==> src/rtl/clasificador_vc_pkg.sv <==
// -----------------------------------------------------------------------------
// clasificador_vc_pkg
//
// Purpose: shared definitions for the ingress VC classifier. It holds the word
// width, the index of the class bit, the FSM state encoding and the width of
// the optional statistics counters, plus a small wrapping-increment helper.
//
// Optional feature macro: CLASIF_CONTADORES_EN (statistics counters). The
// helper below is only used when that macro is defined.
// -----------------------------------------------------------------------------
package clasificador_vc_pkg;

  localparam int DATA_WIDTH = 6;  // word width
  localparam int VC_SEL_BIT = 5;  // class bit: 0 -> VC0, 1 -> VC1
  localparam int CNT_W      = 8;  // statistics counter width

  // Classifier FSM. The encoding is fixed because software and the
  // bench observe it directly.
  typedef enum logic [1:0] {
    ST_RESET  = 2'd0,
    ST_IDLE   = 2'd1,
    ST_ACTIVE = 2'd2,
    ST_PAUSE  = 2'd3
  } estado_e;

  // Free-running counter step; wraps from all-ones back to zero.
  function automatic logic [CNT_W-1:0] cnt_inc(input logic [CNT_W-1:0] c);
    return c + CNT_W'(1);
  endfunction

endpackage : clasificador_vc_pkg

==> src/rtl/clasificador_vc_logica_push_vc.sv <==
// -----------------------------------------------------------------------------
// logica_push_vc
//
// Purpose: two-stage pop-to-push pipeline of the VC classifier. Stage 1 marks
// that the main FIFO was popped; stage 2 samples the word (which the main FIFO
// presents one cycle after the pop), routes it to VC0 or VC1 on the class bit,
// and either pushes it or flags a drop when the selected VC FIFO is full.
//
// Ports:
//   clk, reset_L        clock, asynchronous active-low reset
//   main_pop            pop strobe issued to the main FIFO this cycle
//   data_main           main FIFO read data (valid the cycle after main_pop)
//   full_VC0/full_VC1   VC FIFO full flags, checked at stage 2
//   VC0_push/VC1_push   registered push strobes (mutually exclusive)
//   data_VC0/data_VC1   registered push data; unselected side holds its value
//   drop_err            sticky drop flag, cleared only by reset
//   count_VC0/count_VC1/count_drop  wrapping statistics counters, present only
//                       when CLASIF_CONTADORES_EN is defined
// -----------------------------------------------------------------------------
module logica_push_vc #(
  parameter int DATA_WIDTH = clasificador_vc_pkg::DATA_WIDTH,
  parameter int VC_SEL_BIT = clasificador_vc_pkg::VC_SEL_BIT
) (
  input  logic                  clk,
  input  logic                  reset_L,
  input  logic                  main_pop,
  input  logic [DATA_WIDTH-1:0] data_main,
  input  logic                  full_VC0,
  input  logic                  full_VC1,
  output logic                  VC0_push,
  output logic                  VC1_push,
  output logic [DATA_WIDTH-1:0] data_VC0,
  output logic [DATA_WIDTH-1:0] data_VC1,
  output logic                  drop_err
`ifdef CLASIF_CONTADORES_EN
  ,
  output logic [clasificador_vc_pkg::CNT_W-1:0] count_VC0,
  output logic [clasificador_vc_pkg::CNT_W-1:0] count_VC1,
  output logic [clasificador_vc_pkg::CNT_W-1:0] count_drop
`endif
);
  import clasificador_vc_pkg::*;

  logic                  vld_p1_q;
  logic                  push0_p2_q;
  logic                  push1_p2_q;
  logic [DATA_WIDTH-1:0] data0_p2_q;
  logic [DATA_WIDTH-1:0] data1_p2_q;
  logic                  drop_q;

  logic                  sel_vc1;
  logic                  push0_d;
  logic                  push1_d;
  logic                  drop_d;

  // Stage-2 decision: data_main is only meaningful while vld_p1_q is set.
  always_comb begin
    sel_vc1 = data_main[VC_SEL_BIT];
    push0_d = vld_p1_q & ~sel_vc1 & ~full_VC0;
    push1_d = vld_p1_q &  sel_vc1 & ~full_VC1;
    drop_d  = vld_p1_q & ((~sel_vc1 & full_VC0) | (sel_vc1 & full_VC1));
  end

  // ---- stage 1: remember that a pop was issued ----
  always_ff @(posedge clk or negedge reset_L) begin
    if (!reset_L) begin
      vld_p1_q <= 1'b0;
    end else begin
      vld_p1_q <= main_pop;
    end
  end

  // ---- stage 2: sample the popped word, demux it, push or drop ----
  always_ff @(posedge clk or negedge reset_L) begin
    if (!reset_L) begin
      push0_p2_q <= 1'b0;
      push1_p2_q <= 1'b0;
      data0_p2_q <= '0;
      data1_p2_q <= '0;
      drop_q     <= 1'b0;
    end else begin
      push0_p2_q <= push0_d;
      push1_p2_q <= push1_d;
      if (push0_d) data0_p2_q <= data_main;
      if (push1_d) data1_p2_q <= data_main;
      if (drop_d)  drop_q     <= 1'b1;
    end
  end

`ifdef CLASIF_CONTADORES_EN
  logic [CNT_W-1:0] cnt_vc0_q;
  logic [CNT_W-1:0] cnt_vc1_q;
  logic [CNT_W-1:0] cnt_drop_q;

  // Counters advance on the same edge that registers the push or drop.
  always_ff @(posedge clk or negedge reset_L) begin
    if (!reset_L) begin
      cnt_vc0_q  <= '0;
      cnt_vc1_q  <= '0;
      cnt_drop_q <= '0;
    end else begin
      if (push0_d) cnt_vc0_q  <= cnt_inc(cnt_vc0_q);
      if (push1_d) cnt_vc1_q  <= cnt_inc(cnt_vc1_q);
      if (drop_d)  cnt_drop_q <= cnt_inc(cnt_drop_q);
    end
  end

  assign count_VC0  = cnt_vc0_q;
  assign count_VC1  = cnt_vc1_q;
  assign count_drop = cnt_drop_q;
`endif

  assign VC0_push = push0_p2_q;
  assign VC1_push = push1_p2_q;
  assign data_VC0 = data0_p2_q;
  assign data_VC1 = data1_p2_q;
  assign drop_err = drop_q;

endmodule : logica_push_vc

==> src/rtl/clasificador_vc.sv <==
// -----------------------------------------------------------------------------
// clasificador_vc
//
// Purpose: ingress classifier. Drains the main input FIFO and writes each word
// into virtual-channel FIFO VC0 or VC1 according to its class bit, honouring
// the VC almost-full backpressure. The top level holds the control FSM and the
// main_pop request; the pop-to-push pipeline lives in logica_push_vc.
//
// Ports:
//   clk                 single clock, rising edge
//   reset_L             asynchronous active-low reset
//   data_main           main FIFO read data (valid the cycle after main_pop)
//   main_empty          main FIFO empty
//   almost_full_VC0/1   VC FIFO almost-full (leaves at least 2 free entries)
//   full_VC0/1          VC FIFO full
//   main_pop            pop request to the main FIFO
//   VC0_push/VC1_push   push strobes, never both high
//   data_VC0/data_VC1   registered push data
//   drop_err            sticky: a word was dropped because its VC was full
//   count_VC0/count_VC1/count_drop  8-bit wrapping counters, only when the
//                       macro CLASIF_CONTADORES_EN is defined
// -----------------------------------------------------------------------------
module clasificador_vc #(
  parameter int DATA_WIDTH = clasificador_vc_pkg::DATA_WIDTH,
  parameter int VC_SEL_BIT = clasificador_vc_pkg::VC_SEL_BIT
) (
  input  logic                  clk,
  input  logic                  reset_L,
  input  logic [DATA_WIDTH-1:0] data_main,
  input  logic                  main_empty,
  input  logic                  almost_full_VC0,
  input  logic                  almost_full_VC1,
  input  logic                  full_VC0,
  input  logic                  full_VC1,
  output logic                  main_pop,
  output logic                  VC0_push,
  output logic                  VC1_push,
  output logic [DATA_WIDTH-1:0] data_VC0,
  output logic [DATA_WIDTH-1:0] data_VC1,
  output logic                  drop_err
`ifdef CLASIF_CONTADORES_EN
  ,
  output logic [clasificador_vc_pkg::CNT_W-1:0] count_VC0,
  output logic [clasificador_vc_pkg::CNT_W-1:0] count_VC1,
  output logic [clasificador_vc_pkg::CNT_W-1:0] count_drop
`endif
);
  import clasificador_vc_pkg::*;

  estado_e state_q;
  logic    af_any;

  // Either VC near full blocks popping: the target of the next word is not
  // known until it has been read, so both must have room.
  assign af_any = almost_full_VC0 | almost_full_VC1;

  // Control FSM. Leaving ACTIVE only stops new pops; words already in the
  // pipeline finish on their own.
  always_ff @(posedge clk or negedge reset_L) begin
    if (!reset_L) begin
      state_q <= ST_RESET;
    end else begin
      case (state_q)
        ST_RESET: begin
          state_q <= ST_IDLE;
        end
        ST_IDLE: begin
          if (af_any)          state_q <= ST_PAUSE;
          else if (!main_empty) state_q <= ST_ACTIVE;
        end
        ST_ACTIVE: begin
          if (af_any)          state_q <= ST_PAUSE;
          else if (main_empty) state_q <= ST_IDLE;
        end
        ST_PAUSE: begin
          if (!af_any) state_q <= main_empty ? ST_IDLE : ST_ACTIVE;
        end
        default: begin
          state_q <= ST_RESET;
        end
      endcase
    end
  end

  // Gated combinationally so a rising almost_full or main_empty stops the
  // pop in the very same cycle, keeping in-flight words within the margin.
  assign main_pop = (state_q == ST_ACTIVE) & ~main_empty & ~af_any;

  logica_push_vc #(
    .DATA_WIDTH (DATA_WIDTH),
    .VC_SEL_BIT (VC_SEL_BIT)
  ) u_logica_push_vc (
    .clk        (clk),
    .reset_L    (reset_L),
    .main_pop   (main_pop),
    .data_main  (data_main),
    .full_VC0   (full_VC0),
    .full_VC1   (full_VC1),
    .VC0_push   (VC0_push),
    .VC1_push   (VC1_push),
    .data_VC0   (data_VC0),
    .data_VC1   (data_VC1),
    .drop_err   (drop_err)
`ifdef CLASIF_CONTADORES_EN
    ,
    .count_VC0  (count_VC0),
    .count_VC1  (count_VC1),
    .count_drop (count_drop)
`endif
  );

endmodule : clasificador_vc

==> config.mk <==
export PLATFORM = sky130hd
export DESIGN_NAME = clasificador_vc
export DESIGN_NICKNAME = d
export VERILOG_FILES = /design/src/rtl/clasificador_vc_pkg.sv /design/src/rtl/clasificador_vc_logica_push_vc.sv /design/src/rtl/clasificador_vc.sv
export SDC_FILE = /design/constraint.sdc
export NUM_CORES = 1
export LEC_CHECK = 0
export ABC_AREA = 1
export CAP_MARGIN = 5
export CORE_MARGIN = 5
export CORE_UTILIZATION = 30
export CTS_BUF_LIST = sky130_fd_sc_hd__clkbuf_16
export DETAILED_ROUTE_END_ITERATION = 10
export PLACE_DENSITY_LB_ADDON = 0.1
export SYNTH_ARGS = -nofsm -noshare
export SYNTH_HDL_FRONTEND = slang
export SYNTH_HIERARCHICAL = 1
export SYNTH_SLANG_ARGS = --single-unit
==> constraint.sdc <==
create_clock -name clk -period 1.02 [get_ports clk]
set_input_delay 0.255 -clock clk [delete_from_list [all_inputs] [get_ports clk]]
set_output_delay 0.255 -clock clk [all_outputs]
set_load 0.02 [all_outputs]
Word-level counts from Yosys, hierarchy flattened
Index checks and enable logic that the tools add are counted.
W data, S select, Z words.

word-level totals
  register bits = 18
  input bits = 13
  output and inout bits = 16
  word-level logic and storage cells = 38

cells by class
  equality and inequality tests = 6
  muxes and demuxes = 7
  bitwise logic cells = 16
  reduce and logical (&&, ||, !) cells = 2

operator list
  cell                  count
  $mux W2               6
  $and A1 B1 Y1         9
  $pmux W2 S4           1
  $ne A3 B3 Y1 const B  2
  $not A1 Y1            5
  $eq A2 B2 Y1 const B  2
  $reduce_and A3 Y1     1
  $eq A2 B1 Y1 const B  1
  $logic_not A2 Y1      1
  $ne A2 B2 Y1 const B  1
  $or A1 B1 Y1          2

Longest topological paths before layout
Gate-level depths: netlist (run 1).

  word-level depth = 4
  gate-level depth with buffers = 5

Cells and area by module
The synthesis (run 1) kept the hierarchy.

by module, submodules not included
  module           times used  cells each  area an instance (sq um)  sequential area each (sq um)
  logica_push_vc   1           62          626.9                     400.4
  clasificador_vc  1           12          92.6                      50.0

Worst setup path before layout (run 1)
No wires, ideal clock.

  path kind = reg-to-output
  from = register state_q[0]
  to = output port main_pop
  arrival time = 0.757 ns
  setup slack = 0.008 ns
  stages on the path, launching flop included = 4
  cell sequence = dfrtp_1 -> inv_1 -> nand2_1 -> nor2_1

between the ends
  word-level cells in the longest chain between the ends = 3

RTL lines
  element                     RTL line               source
  from (decl)                 clasificador_vc.sv:50  estado_e state_q;
  from (signal assigned)      clasificador_vc.sv:76  if (!af_any) state_q <= main_empty ? ST_IDLE : ST_ACTIVE;
  $eq A2 B2 Y1                clasificador_vc.sv:87  assign main_pop = (state_q == ST_ACTIVE) & ~main_empty & ~af_any;
  $and A1 B1 Y1 (2 in a row)  clasificador_vc.sv:87
  to (decl)                   clasificador_vc.sv:35  output logic main_pop,

Every way passes these cells.

Final worst setup path (run 1)
Ends and elaborated chain as after synthesis.

==> results of run 1 <==
-- cell type report --
type                    count  area, sq um  share of cell area (%)
multi-input cells          44          239                    17.7
inverters                  10         40.0                    2.97
clock buffers               3         75.1                    5.57
well taps                  28         35.0                    2.60
flip-flops and latches     18          450                    33.4
repair buffers             56          508                    37.7
-- where the power goes --
| part | switching, mW | total (mW) | internal (mW) | leakage, nW |
|---|---|---|---|---|
| clock | 0.231 | 0.745 | 0.514 | 0.0370 |
| sequential | 0.0299 | 0.790 | 0.760 | 0.233 |
| combinational | 0.154 | 0.361 | 0.207 | 0.458 |
-- state kept, by name, indices dropped and copies added, names as in the netlist --
name                       cells
u_logica_push_vc/VC1_push      1
u_logica_push_vc/VC0_push      1
u_logica_push_vc/data_VC1      6
u_logica_push_vc/data_VC0      6
state_q                        2
u_logica_push_vc/vld_p1_q      1
u_logica_push_vc/drop_err      1
-- per-stage QoR --
step	area (sq um)	setup TNS, ns	utilization [%]
2_1_floorplan	719	0	-
3_3_place_gp	1140	-7.45	50.8
3_5_place_dp	1140	-7.47	50.8
4_1_cts	1290	-0.239	57.3
5_1_grt	1350	-0.461	59.8
6_report	1350	-0.206	59.8
-- per-layer routing --
layer	wire length, microns	track usage (%)	vias to the layer above	share of wire (%)
met5	0	0	-	0
met2	858	16.9	26	49
met4	29	5.83	0	1.6
li1	-	-	354	-
met1	738	13.3	323	42
met3	139	3.27	5	7.9
-- cells by family after synthesis --
family	Yosys count	share of synthesized area, %
AOI/OAI and AO/OA	1	0.695
DFF	18	62.6
and+or+nand+nor	43	29.0
buffers and inverters	12	7.65
-- repair_timing --
item,CTS,global route
resized for setup,97,10
setup endpoints to repair,28,22
buffers inserted,9,4
pin swaps,3,1
-- cell usage in the layout (no fill, tap or decap), types with 2 or more instances in the layout --
cell,netlist,routed
buf_4,2,27
nand2_1,24,23
dfrtp_1,18,18
buf_6,0,15
nand4_1,10,10
clkdlybuf4s50_1,0,8
inv_1,7,5
inv_2,2,4
nand3_1,3,3
clkbuf_16,0,3
dlygate4sd2_1,0,3
nand3_4,0,2
-- path summary, 6_finish.rpt --
path / endpoint / slack, ns / cells past startpoint
max: main_pop / -0.21 / 4
min: state_q[1]$_DFFE_PN0P_ / 0.21 / 2
max reg2reg: u_logica_push_vc/data_VC1[2]$_DFFE_PN0P_ / 0.07 / 5
min reg2reg: u_logica_push_vc/data_VC1[3]$_DFFE_PN0P_ / 0.49 / 2
max in group asynchronous: u_logica_push_vc/data_VC0[3]$_DFFE_PN0P_ / 0.54 / 2
min in group asynchronous: u_logica_push_vc/VC1_push$_DFF_PN0_ / 0.36 / 2
==> results.yml, run 1 <==
worst_setup_path:
  cp_num_buf_inv: 2
  slowest_stage: "dfrtp_1"
  crit_start: "state_q[0]$_DFFE_PN0P_"
  crit_family: "flip-flops"
  crit_type: "flip-flop to primary output"
  critPathCaptureType: "primary output"
  arrival_ns: 0.97
  r2r_start: "u_logica_push_vc/data_VC1[2]$_DFFE_PN0P_"
  path_max_fanout: 2
  path_cells: "inv_1, nand2_2, nor2_4, buf_6"
  cp-start-kind: "flip-flop"
  cp_slowest_stage_delay_ns: 0.37
  crit_required_ns: 0.76
status:
  violations: "setup timing"
  status: "complete, but fails checks"
layout:
  fillers: 214
  layout.cells.non_filler: 159
  area_delta_synth_final_pct: 87.3
  insertedDiodeCount: 0
  drive_gt1_share_pct: 44.3
  nets: 146
routing:
  routed_via_density: 4.45
  ant_nets: 0
  wirelength_microns: 1770
  dr_total_vias: 708
  drc_errors: 0
  drt_first_pass_iters: 4
  drt_iter0_markers: 15
  routedWlPerCell_microns: 11.1
run:
  max_cap_violations: 0
clocking:
  cts_root_buf: "clkbuf_16"
  cts_tree: "yes"
  clock_tree.buffer_depth: 2
  clk_pin_slew_ns: 0.05
  cts_hold_buffers: 0
  cts.sinks: 18
  clk_latency_ns: 0.24
  cts_made_buffers: 3
  htreeDepth: 1
logic_synthesis:
  syn_nets: 87
  synth_top_flop_cell: "dfrtp_1"
  synth_area_leader_cell: "dfrtp_1"
  synth_cell_type_count: 13
  synth.top_cells.by_count: "nand2_1, dfrtp_1, nand4_1"
  synth_warnings: 6
  yosysSeqAreaShare_pct: 62.6
  synth_area_leaders: "dfrtp_1, nand2_1, nand4_1"
  netlist_instances: 74
  synthArstFlopShare_pct: 100
  synth-seq-cells: 18
  synth_edf_count: 0
  syn-cell-area_sq_um: 719
  synthMostInstantiatedCell: "nand2_1"
  synth.top_cell.area_share_pct: 62.6
  synth.avg_cell_area_sq_um: 9.72
floorplanning:
  boundaryPins: 29
  die_h_microns: 59.0
  row_count: 17
  coreArea_sq_um: 2250
  initial_core_util_pct: 31.9
  die_w_microns: 59.0
  fp.dieArea_sq_um: 3480
sta:
  max_freq_mhz: 816
  rsz0062_at_grt: "yes"
  finalSetupViolations: 1
  finalMaxSlewViolations: 0
  fin_crit_ns: 1.23
  finalHoldViolations: 0
  slew_headroom_pct: 81.9
  fin_skew_ns: 0.000816
  layout_worst_path_cycle_share_pct: 120
  fin_hold_ws_ns: 0.212
  tightest_slew_ns: 0.271
  worst_slack_ns: -0.206
power:
  p_per_area_nw_per_um2: 1410
  p_leak_nw: 0.728
  ir_drop_mv: 1.05
  power_mw: 1.90
hold_path:
  worstHoldStart: "main_empty"
  hp-class: "input port to flip-flop"
placement:
  post-dp-hpwl_microns: 1250
  port-buffer-count: 28
  dp_slack_ns: -0.822
  gp_congestion: 0.769
  place_inst: 143
grt:
  grt_first_pass_wirelength_microns: 2750
  grt_overflow: 0
  grt_use_total_pct: 10.8
  antenna_found_initial: 0
  grt_max_degree: 19
  grt_pass1_vias: 661
Power figures use the tool's default switching activity.
==> run 2: changes to the inputs <==
CORE_MARGIN = unset   (was 5)
SYNTH_HIERARCHICAL = unset   (was 1)
==> run 2 against run 1 <==
Compared with the run above: the flow still finishes with violations (setup timing); clock power rose by 1%; worst hold slack better by 0.12 ns; fmax rose by 4.0%; total power down 2.2%; sequential cell count unchanged; final area fell by 5.4%; setup slack better by 0.047 ns; sequential power is 0.5% lower; sequential share of layout area up 2.0 points; critical path type unchanged; critical endpoint unchanged; largest cell class is now flip-flops and latches.
==> results.yml, run 2 <==
floorplanning:
  coreArea_sq_um: 2210
  boundaryPins: 29
  fp.dieArea_sq_um: 2560
  die_w_microns: 50.6
  initial_core_util_pct: 32.1
  row_count: 17
  die_h_microns: 50.6
worst_setup_path:
  rrSetupSlack_ns: 0.09
  slowest_stage: "dfrtp_1"
  r2r-end: "u_logica_push_vc.data_VC0[3]$_DFFE_PN0P_"
  path_max_fanout: 2
  crit_family: "flip-flops"
  crit_type: "flip-flop to primary output"
  crit_required_ns: 0.76
  critPathCaptureType: "primary output"
  r2r_start: "u_logica_push_vc.vld_p1_q$_DFF_PN0_"
  arrival_ns: 0.92
  reg2reg_depth: 3
  cp-start-kind: "flip-flop"
  cp_slowest_stage_delay_ns: 0.36
  path_cells: "nand3_2, nor2_4, buf_6"
  cp_num_buf_inv: 1
sta:
  layout_worst_path_cycle_share_pct: 116
  finalSetupViolations: 4
  rsz0062_at_grt: "yes"
  worst_slack_ns: -0.159
  fin_crit_ns: 1.18
  max_freq_mhz: 848
  finalMaxSlewViolations: 0
  slew_headroom_pct: 81.7
  tightest_slew_ns: 0.274
  fin_skew_ns: 0.00384
  finalHoldViolations: 0
  setup_tns_ns: -0.172
logic_synthesis:
  synth_warnings: 0
  netlist_instances: 71
  synth_area_leaders: "dfrtp_1, nand2_1, nand4_1"
  synth-seq-cells: 18
  syn_nets: 84
  synth_edf_count: 0
  syn-cell-area_sq_um: 709
  synth_cell_type_count: 12
  yosysSeqAreaShare_pct: 63.5
  synth.top_cell.area_share_pct: 63.5
  synth.avg_cell_area_sq_um: 9.99
  synth.top_cells.by_count: "nand2_1, dfrtp_1, nand4_1"
  synthMostInstantiatedCell: "nand2_1"
  synthArstFlopShare_pct: 100
  synth_top_flop_cell: "dfrtp_1"
  synth_area_leader_cell: "dfrtp_1"
power:
  p_leak_nw: 0.668
  p_per_area_nw_per_um2: 1450
  ir_drop_mv: 1.47
clocking:
  clock_tree.buffer_depth: 2
  cts_hold_buffers: 0
  cts_made_buffers: 3
  clk_pin_slew_ns: 0.05
  cts_root_buf: "clkbuf_16"
  cts.sinks: 18
  cts_tree: "yes"
  clk_latency_ns: 0.24
  htreeDepth: 1
grt:
  grt_overflow: 0
  grt_max_degree: 19
  antenna_found_initial: 0
  grt_use_total_pct: 13.4
  grt_first_pass_wirelength_microns: 2500
  grt_pass1_vias: 599
layout:
  drive_gt1_share_pct: 39.8
  fin_area_sq_um: 1270
  insertedDiodeCount: 0
  final_cell_mix: "nand2_1, buf_4, dfrtp_1"
  final_common_cell: "nand2_1"
  area_delta_synth_final_pct: 79.7
  nets: 133
hold_path:
  hp-class: "input port to flip-flop"
  min_to: "state_q[1]$_DFFE_PN0P_"
  min_path_cells: 2
  worstHoldStart: "main_empty"
status:
  violations: "setup timing"
  status: "complete, but fails checks"
placement:
  gp_congestion: 0.750
  placed_area_sq_um: 1110
  port-buffer-count: 28
  post-dp-hpwl_microns: 1070
run:
  max_cap_violations: 0
routing:
  drt_first_pass_iters: 4
  ant_nets: 0
  wirelength_microns: 1470
  drt_iter0_markers: 7
  dr_total_vias: 641
  routed_via_density: 4.39
  routedWlPerCell_microns: 10.1
  drc_errors: 0
## run 2: changes by cell type in the layout (fill, tap and decap cells not counted)
cell / delta
clkbuf_2: -1
nand2_2: -1
nand3_2: +1
dlygate4sd2_1: -1
nand3b_1: +1
inv_1: -1
inv_2: -1
clkdlybuf4s15_1: +2
dfrtp_1: -1
buf_4: -10
nand3_1: -1
dfrtp_2: +1
nand2_1: -1
## run 2: final cells by class
cell class                 count  area [sq um]
inverter                       8          32.5
timing repair buffer          46           439
clock buffer                   3          75.1
tap                           28          35.0
sequential                    18           452
multi-input combinational     43           241
fill                         212           937
## run 2: worst reg2reg max path, stage by stage, from the launching register on
cell and delay [ns]:
dfrtp_2 0.47, buf_4 0.19, nand4_1 0.10, nand2_1 0.06
## run 2: repair_timing
action                     CTS  global route
pin swaps                    3             1
setup endpoints to repair   28            26
gates resized for setup    100             7
setup buffers                3             3
## run 2: worst max-delay path by stage
stage                     slack (ns)  cells past startpoint  endpoint              startpoint
after floorplan                 0.05                      3  main_pop         almost_full_VC1
after global placement         -0.86                      5  main_pop         almost_full_VC1
after detailed placement       -0.89                      5  main_pop         almost_full_VC1
after CTS                      -0.18                      3  main_pop  state_q[1]$_DFFE_PN0P_
after global routing           -0.21                      3  main_pop  state_q[1]$_DFFE_PN0P_
final                          -0.16                      3  main_pop  state_q[1]$_DFFE_PN0P_
## run 2: where the power goes
| group | total (mW) | leakage, nW | internal, mW | switching [mW] |
|---|---|---|---|---|
| Sequential | 0.786 | 0.232 | 0.756 | 0.0292 |
| Combinational | 0.314 | 0.400 | 0.177 | 0.137 |
| Clock | 0.754 | 0.0370 | 0.514 | 0.239 |
## run 2: through the flow
step                      instances  total power [mW]  worst slack (ns)  hold slack (ns)  utilization [%]
after floorplan                  71             0.887            0.0506          -0.0406                -
final                           146              1.85            -0.159            0.337             57.6
after detailed placement        137              1.08            -0.892            0.436             50.4
after global placement          137              1.07            -0.865            0.448             50.4
after CTS                       143              1.85            -0.178            0.334             55.4
after global routing            146              1.93            -0.213            0.347             57.6
## run 2: cells by family after synthesis
family | synth area share (%)
AOI/OAI and AO/OA | 0.705
buffers and inverters | 6.70
DFF | 63.5
and+or+nand+nor | 29.1
## run 2: routing by layer
layer / part of all wire (%) / track usage, % / vias to the layer above
li1: - / - / 328
met1: 49 / 19.5 / 288
met2: 43 / 18.7 / 23
met3: 6.2 / 3.33 / 2
met4: 1.3 / 5.56 / 0
met5: 0 / 0 / -
